$ cat src/rtl/decode_hazard_pipe_if.sv
// Fetch/decode boundary bundle: the fetch-side PC/instruction pair going in,
// and the EX register plus the stall/flush controls coming back to fetch.
interface decode_hazard_pipe_if;
    logic [31:0] pc_in;
    logic [31:0] instruction_in;
    logic        branch_taken;
    logic [31:0] pc_ex;
    logic [31:0] instr_ex;
    logic        valid_ex;
    logic        load_stall;
    logic        jal_flush;
    logic        jalr_flush;
    logic        branch_flush;

    modport master (
        output pc_in, instruction_in, branch_taken,
        input  pc_ex, instr_ex, valid_ex,
        input  load_stall, jal_flush, jalr_flush, branch_flush
    );

    modport slave (
        input  pc_in, instruction_in, branch_taken,
        output pc_ex, instr_ex, valid_ex,
        output load_stall, jal_flush, jalr_flush, branch_flush
    );
endinterface

$ cat src/rtl/decode_hazard_pipe.sv
// Decode stage: latches the fetched PC/instruction into the EX register,
// detects load-use hazards and control transfers, and masks stale fetch words after a flush.
module decode_hazard_pipe #(
    parameter int          FLUSH_SHADOW = 2,
    parameter logic [31:0] BUBBLE       = 32'h0000_0000
) (
    input logic             clk,
    input logic             rst,
    decode_hazard_pipe_if.slave bus
);

    localparam logic [6:0] OP_LOAD   = 7'b0000011;
    localparam logic [6:0] OP_JAL    = 7'b1101111;
    localparam logic [6:0] OP_JALR   = 7'b1100111;
    localparam logic [6:0] OP_BRANCH = 7'b1100011;
    localparam logic [6:0] OP_LUI    = 7'b0110111;
    localparam logic [6:0] OP_AUIPC  = 7'b0010111;
    localparam logic [6:0] OP_R      = 7'b0110011;
    localparam logic [6:0] OP_STORE  = 7'b0100011;
    localparam logic [6:0] OP_NONE   = 7'b0000000;

    localparam logic [2:0] SHADOW_INIT = 3'(FLUSH_SHADOW);

    typedef enum logic [1:0] {
        RUN,
        STALL,
        SHADOW
    } state_t;

    state_t      state_q, state_d;
    logic [31:0] pc_ex_q, pc_ex_d;
    logic [31:0] instr_ex_q, instr_ex_d;
    logic        valid_ex_q, valid_ex_d;
    logic [2:0]  shadow_cnt_q, shadow_cnt_d;

    logic [6:0]  ex_opcode;
    logic [4:0]  ex_rd;
    logic [6:0]  in_opcode;
    logic [4:0]  in_rs1;
    logic [4:0]  in_rs2;
    logic        uses_rs1;
    logic        uses_rs2;
    logic        ctrl_en;
    logic        jal_flush;
    logic        jalr_flush;
    logic        branch_flush;
    logic        flush_any;
    logic        load_stall;
    logic        take_bubble;

    always_comb begin
        ex_opcode = instr_ex_q[6:0];
        ex_rd     = instr_ex_q[11:7];
        in_opcode = bus.instruction_in[6:0];
        in_rs1    = bus.instruction_in[19:15];
        in_rs2    = bus.instruction_in[24:20];

        uses_rs1 = 1'b1;
        case (in_opcode)
            OP_LUI, OP_AUIPC, OP_JAL, OP_NONE: uses_rs1 = 1'b0;
            default:                           uses_rs1 = 1'b1;
        endcase
        uses_rs2 = (in_opcode == OP_R) || (in_opcode == OP_STORE) || (in_opcode == OP_BRANCH);

        // Controls only fire from a real instruction while running normally.
        ctrl_en      = valid_ex_q && (state_q == RUN);
        jal_flush    = ctrl_en && (ex_opcode == OP_JAL);
        jalr_flush   = ctrl_en && (ex_opcode == OP_JALR);
        branch_flush = ctrl_en && (ex_opcode == OP_BRANCH) && bus.branch_taken;
        flush_any    = jal_flush || jalr_flush || branch_flush;

        load_stall = ctrl_en && !flush_any && (ex_opcode == OP_LOAD) && (ex_rd != 5'd0) &&
                     ((uses_rs1 && (in_rs1 == ex_rd)) || (uses_rs2 && (in_rs2 == ex_rd)));
    end

    always_comb begin
        state_d      = state_q;
        shadow_cnt_d = shadow_cnt_q;
        take_bubble  = 1'b0;
        pc_ex_d      = bus.pc_in;
        instr_ex_d   = bus.instruction_in;
        valid_ex_d   = (bus.instruction_in != 32'd0);

        case (state_q)
            RUN: begin
                if (flush_any) begin
                    take_bubble = 1'b1;
                    if (FLUSH_SHADOW > 0) begin
                        shadow_cnt_d = SHADOW_INIT;
                        state_d      = SHADOW;
                    end
                end else if (load_stall) begin
                    take_bubble = 1'b1;
                    state_d     = STALL;
                end
            end
            STALL: begin
                state_d = RUN;
            end
            SHADOW: begin
                take_bubble  = 1'b1;
                shadow_cnt_d = shadow_cnt_q - 3'd1;
                if (shadow_cnt_q <= 3'd1) begin
                    shadow_cnt_d = 3'd0;
                    state_d      = RUN;
                end
            end
            default: begin
                take_bubble  = 1'b1;
                shadow_cnt_d = 3'd0;
                state_d      = RUN;
            end
        endcase

        if (take_bubble) begin
            pc_ex_d    = 32'd0;
            instr_ex_d = BUBBLE;
            valid_ex_d = 1'b0;
        end
    end

    always_ff @(posedge clk) begin
        if (rst) begin
            state_q      <= RUN;
            shadow_cnt_q <= 3'd0;
            pc_ex_q      <= 32'd0;
            instr_ex_q   <= BUBBLE;
            valid_ex_q   <= 1'b0;
        end else begin
            state_q      <= state_d;
            shadow_cnt_q <= shadow_cnt_d;
            pc_ex_q      <= pc_ex_d;
            instr_ex_q   <= instr_ex_d;
            valid_ex_q   <= valid_ex_d;
        end
    end

    assign bus.pc_ex        = pc_ex_q;
    assign bus.instr_ex     = instr_ex_q;
    assign bus.valid_ex     = valid_ex_q;
    assign bus.load_stall   = load_stall;
    assign bus.jal_flush    = jal_flush;
    assign bus.jalr_flush   = jalr_flush;
    assign bus.branch_flush = branch_flush;

endmodule

$ cat src/flat_wrapper.sv
// flat-port wrapper written by rule: the top's interface ports become plain ports
module decode_hazard_pipe_flat 
#(
    parameter int          FLUSH_SHADOW = 2,
    parameter logic [31:0] BUBBLE       = 32'h0000_0000
)
  (clk, rst, bus_pc_in, bus_instruction_in, bus_branch_taken, bus_pc_ex, bus_instr_ex, bus_valid_ex, bus_load_stall, bus_jal_flush, bus_jalr_flush, bus_branch_flush);
  decode_hazard_pipe_if bus_i ();
  input logic clk;
  input logic rst;
  input wire logic [$bits(bus_i.pc_in)-1:0] bus_pc_in;
  input wire logic [$bits(bus_i.instruction_in)-1:0] bus_instruction_in;
  input wire logic [$bits(bus_i.branch_taken)-1:0] bus_branch_taken;
  output wire logic [$bits(bus_i.pc_ex)-1:0] bus_pc_ex;
  output wire logic [$bits(bus_i.instr_ex)-1:0] bus_instr_ex;
  output wire logic [$bits(bus_i.valid_ex)-1:0] bus_valid_ex;
  output wire logic [$bits(bus_i.load_stall)-1:0] bus_load_stall;
  output wire logic [$bits(bus_i.jal_flush)-1:0] bus_jal_flush;
  output wire logic [$bits(bus_i.jalr_flush)-1:0] bus_jalr_flush;
  output wire logic [$bits(bus_i.branch_flush)-1:0] bus_branch_flush;
  assign bus_i.pc_in = bus_pc_in;
  assign bus_i.instruction_in = bus_instruction_in;
  assign bus_i.branch_taken = bus_branch_taken;
  assign bus_pc_ex = bus_i.pc_ex;
  assign bus_instr_ex = bus_i.instr_ex;
  assign bus_valid_ex = bus_i.valid_ex;
  assign bus_load_stall = bus_i.load_stall;
  assign bus_jal_flush = bus_i.jal_flush;
  assign bus_jalr_flush = bus_i.jalr_flush;
  assign bus_branch_flush = bus_i.branch_flush;
  decode_hazard_pipe #(.FLUSH_SHADOW(FLUSH_SHADOW), .BUBBLE(BUBBLE)) u_core (.clk(clk), .rst(rst), .bus(bus_i));
endmodule
$ cat config.mk
export PLATFORM = sky130hd
export DESIGN_NAME = decode_hazard_pipe_flat
export DESIGN_NICKNAME = d
export VERILOG_FILES = /design/src/rtl/decode_hazard_pipe_if.sv /design/src/rtl/decode_hazard_pipe.sv /design/src/flat_wrapper.sv
export SDC_FILE = /design/constraint.sdc
export NUM_CORES = 1
export LEC_CHECK = 0
export BUFFER_PORTS_ARGS = -buffer_cell sky130_fd_sc_hd__buf_2
export CORE_UTILIZATION = 35
export CTS_BUF_LIST = sky130_fd_sc_hd__clkbuf_4
export CTS_CLUSTER_SIZE = 20
export DETAILED_ROUTE_END_ITERATION = 8
export PLACE_DENSITY = 0.65
export SYNTH_ARGS = -nofsm -noshare
export SYNTH_HDL_FRONTEND = slang
export SYNTH_SLANG_ARGS = --single-unit
$ cat constraint.sdc
create_clock -name clk -period 2.5 [get_ports clk]
set_input_delay 0.25 -clock clk [delete_from_list [all_inputs] [get_ports clk]]
set_output_delay 0.25 -clock clk [all_outputs]
set_load 0.01 [all_outputs]
==> results.yml, run 1 <==
die:
  ioPinCount: 136
  core_area_um2: 6830
  die_h_um: 86.3
  start_util: 0.364
  rows: 30
  fp.dieW_um: 86.3
  dieArea_um2: 7450
global_routing:
  grt_usage: 0.151
  grt-ovfl-total: 0
  antenna_found_initial: 0
  grt_pass1_vias: 1793
  grt_max_degree: 62
  grt_first_pass_wirelength_mm: 8.51
clock_tree:
  clk_path_buf_depth: 2
  cts-resized-gates: 0
  cts.root.buffer_cell: "clkbuf_4"
  clock_sinks: 70
  path_clk_slew_ns: 0.12
  hold_buffers: 0
  cts_tree: "done"
  cts_buffers: 9
  htreeDepth: 3
  insertion_delay_ns: 0.40
  postCtsSetupBuffers: 0
power:
  peakVddDrop_uv: 290
  power.total_mw: 2.27
  p_leak_nw: 1.69
  powerDensity_nw_per_um2: 668
worst_setup_path:
  r2r-start: "u_core.bus.instr_ex[9]"
  end_kind: "output port"
  reg2reg_depth: 7
  crit_fanout: 4
  crit_type: "reg -> out"
  cp-startpoint: "u_core.bus.instr_ex[9]"
  arrival_ns: 2.07
  required_ns: 2.25
  r2r_end: "u_core.bus.pc_ex[11]"
  critPathCapture: "bus_load_stall"
  cp-start-kind: "register"
  reg2reg_slack_ns: 0.47
synth:
  synth-edff-count: 0
  synth_top_area_frac: 0.563
  synth-compound-area-share: 0.0362
  synthCells: 218
  seq_area_frac_synth: 0.563
  yosys.area_share.simple: 0.319
  synthArstFlopShare: 0
  synth-xor-area-share: 0.0352
  synth_area_um2: 2490
  synth_warnings: 0
  yosys_register_bits: 70
  synth.avg_cell_area_um2: 11.4
  synth_nets: 287
  synth_flop_cell: "dfxtp_1"
  synth_largest_area_cell: "dfxtp_1"
  yosysUniqueCellTypes: 32
  synth_fa_ha_area_frac: 0.0101
  synth_top_family_by_area: "simple AND/OR/NAND/NOR gates"
  ys_top_cells_by_area: "dfxtp_1, and2_4, and2_1"
  synth_mux_area_frac: 0
route:
  num_vias: 1997
  vias_per_cell: 4.35
  wl_per_cell_um: 11.8
  drt_wl_total_mm: 5.43
  drtIter0Drc: 42
  drc_errors: 0
  ant_nets: 0
  drt_pass1_iterations: 4
outcome:
  status: "completed"
cells_and_area:
  nFillCells: 674
  multi_input_area_um2: 1000
  mostFrequentLayoutCell: "buf_2"
  num_antenna_cells: 0
  seqCellArea_um2: 1400
  layout_common_cells: "buf_2, dfxtp_1, and2_4, and2_1, nor2_1"
  nets: 427
  stdcell_area_um2: 3400
  syn_to_final_growth_pct: 36.8
  drive_above_1_share: 0.562
place:
  place_area_um2: 3240
  io_buffer_count: 135
  hpwl_mm: 4.15
  gp_congestion: 0.776
sta:
  setup_viol: 0
  fin_crit_sh: 0.929
  fmax_mhz: 431
  post-route-min-period_ns: 2.32
  rsz0062_at_grt: "no"
  slew_headroom: 0.498
  finalHoldViolCount: 0
  fin_setup_tns_ns: 0
  skew_ns: 0.0141
  maxSlewViolCount: 0
  worstMarginPinSlew_ns: 0.751
min_path:
  hold_depth: 2
  min_path_type: "in -> reg"
run:
  drv_cap: 0
-- stage by stage --
stage               hold slack [ns]  cells  setup slack, ns   util
global route                0.00450    459           0.0349  0.498
floorplan                     0.319    218            0.664      -
global placement              0.455    443            0.503  0.474
CTS                          0.0154    459            0.105  0.498
finish                       0.0494    459            0.178  0.498
detailed placement            0.456    443            0.472  0.474
-- cell type report --
type | instances | share of cell area
Timing Repair Buffer | 136 | 0.204
Clock inverter | 7 | 0.0283
Tap cell | 96 | 0.0353
Clock buffer | 9 | 0.0199
Inverter | 5 | 0.00551
Sequential cell | 70 | 0.412
Multi-Input combinational cell | 136 | 0.295
-- report_power, final --
group	leakage, nW	total [mW]	switching, mW	internal (mW)
sequential	0.582	1.19	0.0213	1.17
combinational	1.03	0.266	0.117	0.149
clock	0.0806	0.814	0.405	0.409
total	1.69	2.27	0.543	1.73
-- synth_stat cells (2+ instances only) --
library cell / instances
xor2_1: 7
buf_6: 6
a21oi_2: 2
nand2_1: 2
inv_1: 5
nor2b_1: 2
ha_1: 2
and2_4: 50
nand3_1: 4
and2_1: 15
nand2b_1: 2
nand4_1: 4
nor2_1: 12
nor3_1: 5
xnor2_1: 3
a21oi_1: 5
nor4_1: 6
dfxtp_1: 70
and3_1: 3
-- cell families after synthesis --
family	after synthesis
AO/OA/AOI/OAI	13
XOR/XNOR	10
AND/OR/NAND/NOR	111
buffers and inverters	12
adder cells (fa/ha/maj)	2
flip-flops	70
-- critical path, cell delays in order (launching register included) --
cell and delay [ns]:
dfxtp_1 0.44, xnor2_1 0.15, nand3_1 0.10, or4_1 0.58, a21oi_1 0.23, buf_2 0.17
-- routing by layer --
metal  global-route usage  vias up  share of wire
met5                    0        -              0
met4               0.0894        0          0.024
met3               0.0514       14          0.090
met2                0.232      107           0.44
met1                0.184      879           0.44
li1                     -      997              -
-- worst min-delay path by stage --
stage	end	startpoint	slack [ns]
global route	u_core.bus.pc_ex[31]	bus_pc_in[31]	0.005
floorplan	u_core.state_q[1]	rst	0.32
global placement	u_core.bus.pc_ex[4]	bus_pc_in[4]	0.46
finish	u_core.bus.pc_ex[4]	bus_pc_in[4]	0.05
detailed placement	u_core.bus.pc_ex[4]	bus_pc_in[4]	0.46
CTS	u_core.bus.pc_ex[4]	bus_pc_in[4]	0.02
-- registers in the layout, summed over array words and instances (netlist names) --
name and count:
u_core.state_q 2, u_core.bus.pc_ex 32, u_core.bus.valid_ex 1, u_core.bus.instr_ex 32, u_core.shadow_cnt_q 3
Power figures use the tool's default switching activity.
==> run 2, diff against run 1 <==
Settings changed: RECOVER_POWER set to 25.
==> run 2 against run 1 <==
Against the previous run: design area fell by 1.2%; via count fell by 0.65%; sequential share of layout area rose by 0.52 points; total power fell by 0.25%; combinational power fell by 3%; sequential power barely moved; largest power group unchanged.
==> results.yml, run 2 (synthesized netlist as in run 1, its figures left out) <==
outcome:
  status: "completed"
cells_and_area:
  nFillCells: 681
  nets: 427
  layout_common_cells: "buf_2, dfxtp_1, and2_4, clkbuf_1, and2_1"
  utilization: 0.492
  mostFrequentLayoutCell: "buf_2"
  stdcell_area_um2: 3360
  syn_to_final_growth_pct: 35.0
  num_antenna_cells: 0
  drive_above_1_share: 0.468
  post_layout_nonfiller_instances: 459
sta:
  finalHoldViolCount: 0
  setup_viol: 0
  worst_hold_slack_ns: 0.0481
  worstMarginPinSlew_ns: 0.743
  post-route-min-period_ns: 2.33
  skew_ns: 0.0141
  fin_crit_sh: 0.931
  layout_setup_ws_ns: 0.171
  fin_setup_tns_ns: 0
  fmax_mhz: 429
  maxSlewViolCount: 0
  slew_headroom: 0.504
  rsz0062_at_grt: "no"
route:
  num_vias: 1984
  ant_nets: 0
  drc_errors: 0
  vias_per_cell: 4.32
  drt_pass1_iterations: 4
  drt_wl_total_mm: 5.48
  drtIter0Drc: 39
  wl_per_cell_um: 11.9
worst_setup_path:
  critPathSlowestCell: "or4_1"
  path_buf_inv: 1
  arrival_ns: 2.08
  critPathMaxStageDelay_ns: 0.58
  critical-path-top-delay-family: "simple AND/OR/NAND/NOR gates"
  cp-start-kind: "register"
  crit_path_cell_trace: "xnor2_1, nand3_1, or4_1, a21oi_1, buf_2"
  crit_type: "reg -> out"
  required_ns: 2.25
  crit_fanout: 4
  end_kind: "output port"
clock_tree:
  cts-resized-gates: 0
  cts_tree: "done"
  postCtsSetupBuffers: 0
  cts_buffers: 9
  htreeDepth: 3
  path_clk_slew_ns: 0.12
  clock_sinks: 70
  insertion_delay_ns: 0.40
  cts.root.buffer_cell: "clkbuf_4"
  hold_buffers: 0
  clk_path_buf_depth: 2
die:
  rows: 30
  die_h_um: 86.3
  fp.dieW_um: 86.3
  core_area_um2: 6830
  start_util: 0.364
  dieArea_um2: 7450
  ioPinCount: 136
global_routing:
  grt-ovfl-total: 0
  grt_pass1_vias: 1793
  antenna_found_initial: 0
  grt_max_degree: 62
  grt_first_pass_wirelength_mm: 8.51
  grt_usage: 0.151
place:
  gp_congestion: 0.776
  place_inst: 443
  hpwl_mm: 4.15
  io_buffer_count: 135
  place_area_um2: 3240
  place_ws_ns: 0.472
power:
  powerDensity_nw_per_um2: 674
  peakVddDrop_uv: 289
  p_leak_nw: 1.57
  power.total_mw: 2.27
min_path:
  min_path_type: "in -> reg"
run:
  drv_cap: 0
run 2: changes by cell type in the layout (fill, tap and decap cells not counted):
| cell | delta |
|---|---|
| clkbuf_1 | +34 |
| buf_2 | -34 |
run 2: final timing paths:
check / start / endpoint / slack, ns / depth (start not counted)
setup / recovery: u_core.bus.instr_ex[9] / bus_load_stall / 0.17 / 5
hold / removal: bus_pc_in[4] / u_core.bus.pc_ex[4] / 0.05 / 2
setup reg to reg: u_core.bus.instr_ex[9] / u_core.bus.pc_ex[11] / 0.47 / 7
hold reg to reg: u_core.shadow_cnt_q[2] / u_core.shadow_cnt_q[2] / 0.49 / 1
run 2: cell type report:
class / count / area, µm² / share of cell area
well taps: 96 / 120 / 0.0357
clock buffers: 9 / 67.6 / 0.0201
flip-flops and latches: 70 / 1400 / 0.417
clock inverters: 7 / 96.3 / 0.0287
multi-input cells: 136 / 1000 / 0.299
inverters: 5 / 18.8 / 0.00558
repair buffers: 136 / 653 / 0.194
run 2: report_power, final:
group | switching, mW | internal [mW] | total (mW) | leakage (nW)
clock network | 0.406 | 0.409 | 0.815 | 0.0806
logic | 0.117 | 0.141 | 0.259 | 0.906
registers | 0.0224 | 1.17 | 1.19 | 0.582
run 2: routing by layer:
metal  share of wire  GRT usage  vias up  routed length [µm]
met5               0          0        -                   0
met4           0.024     0.0894        0                 131
met3           0.091     0.0514       12                 498
met2            0.44      0.232      103                2400
met1            0.45      0.184      872                2460
li1                -          -      997                   -
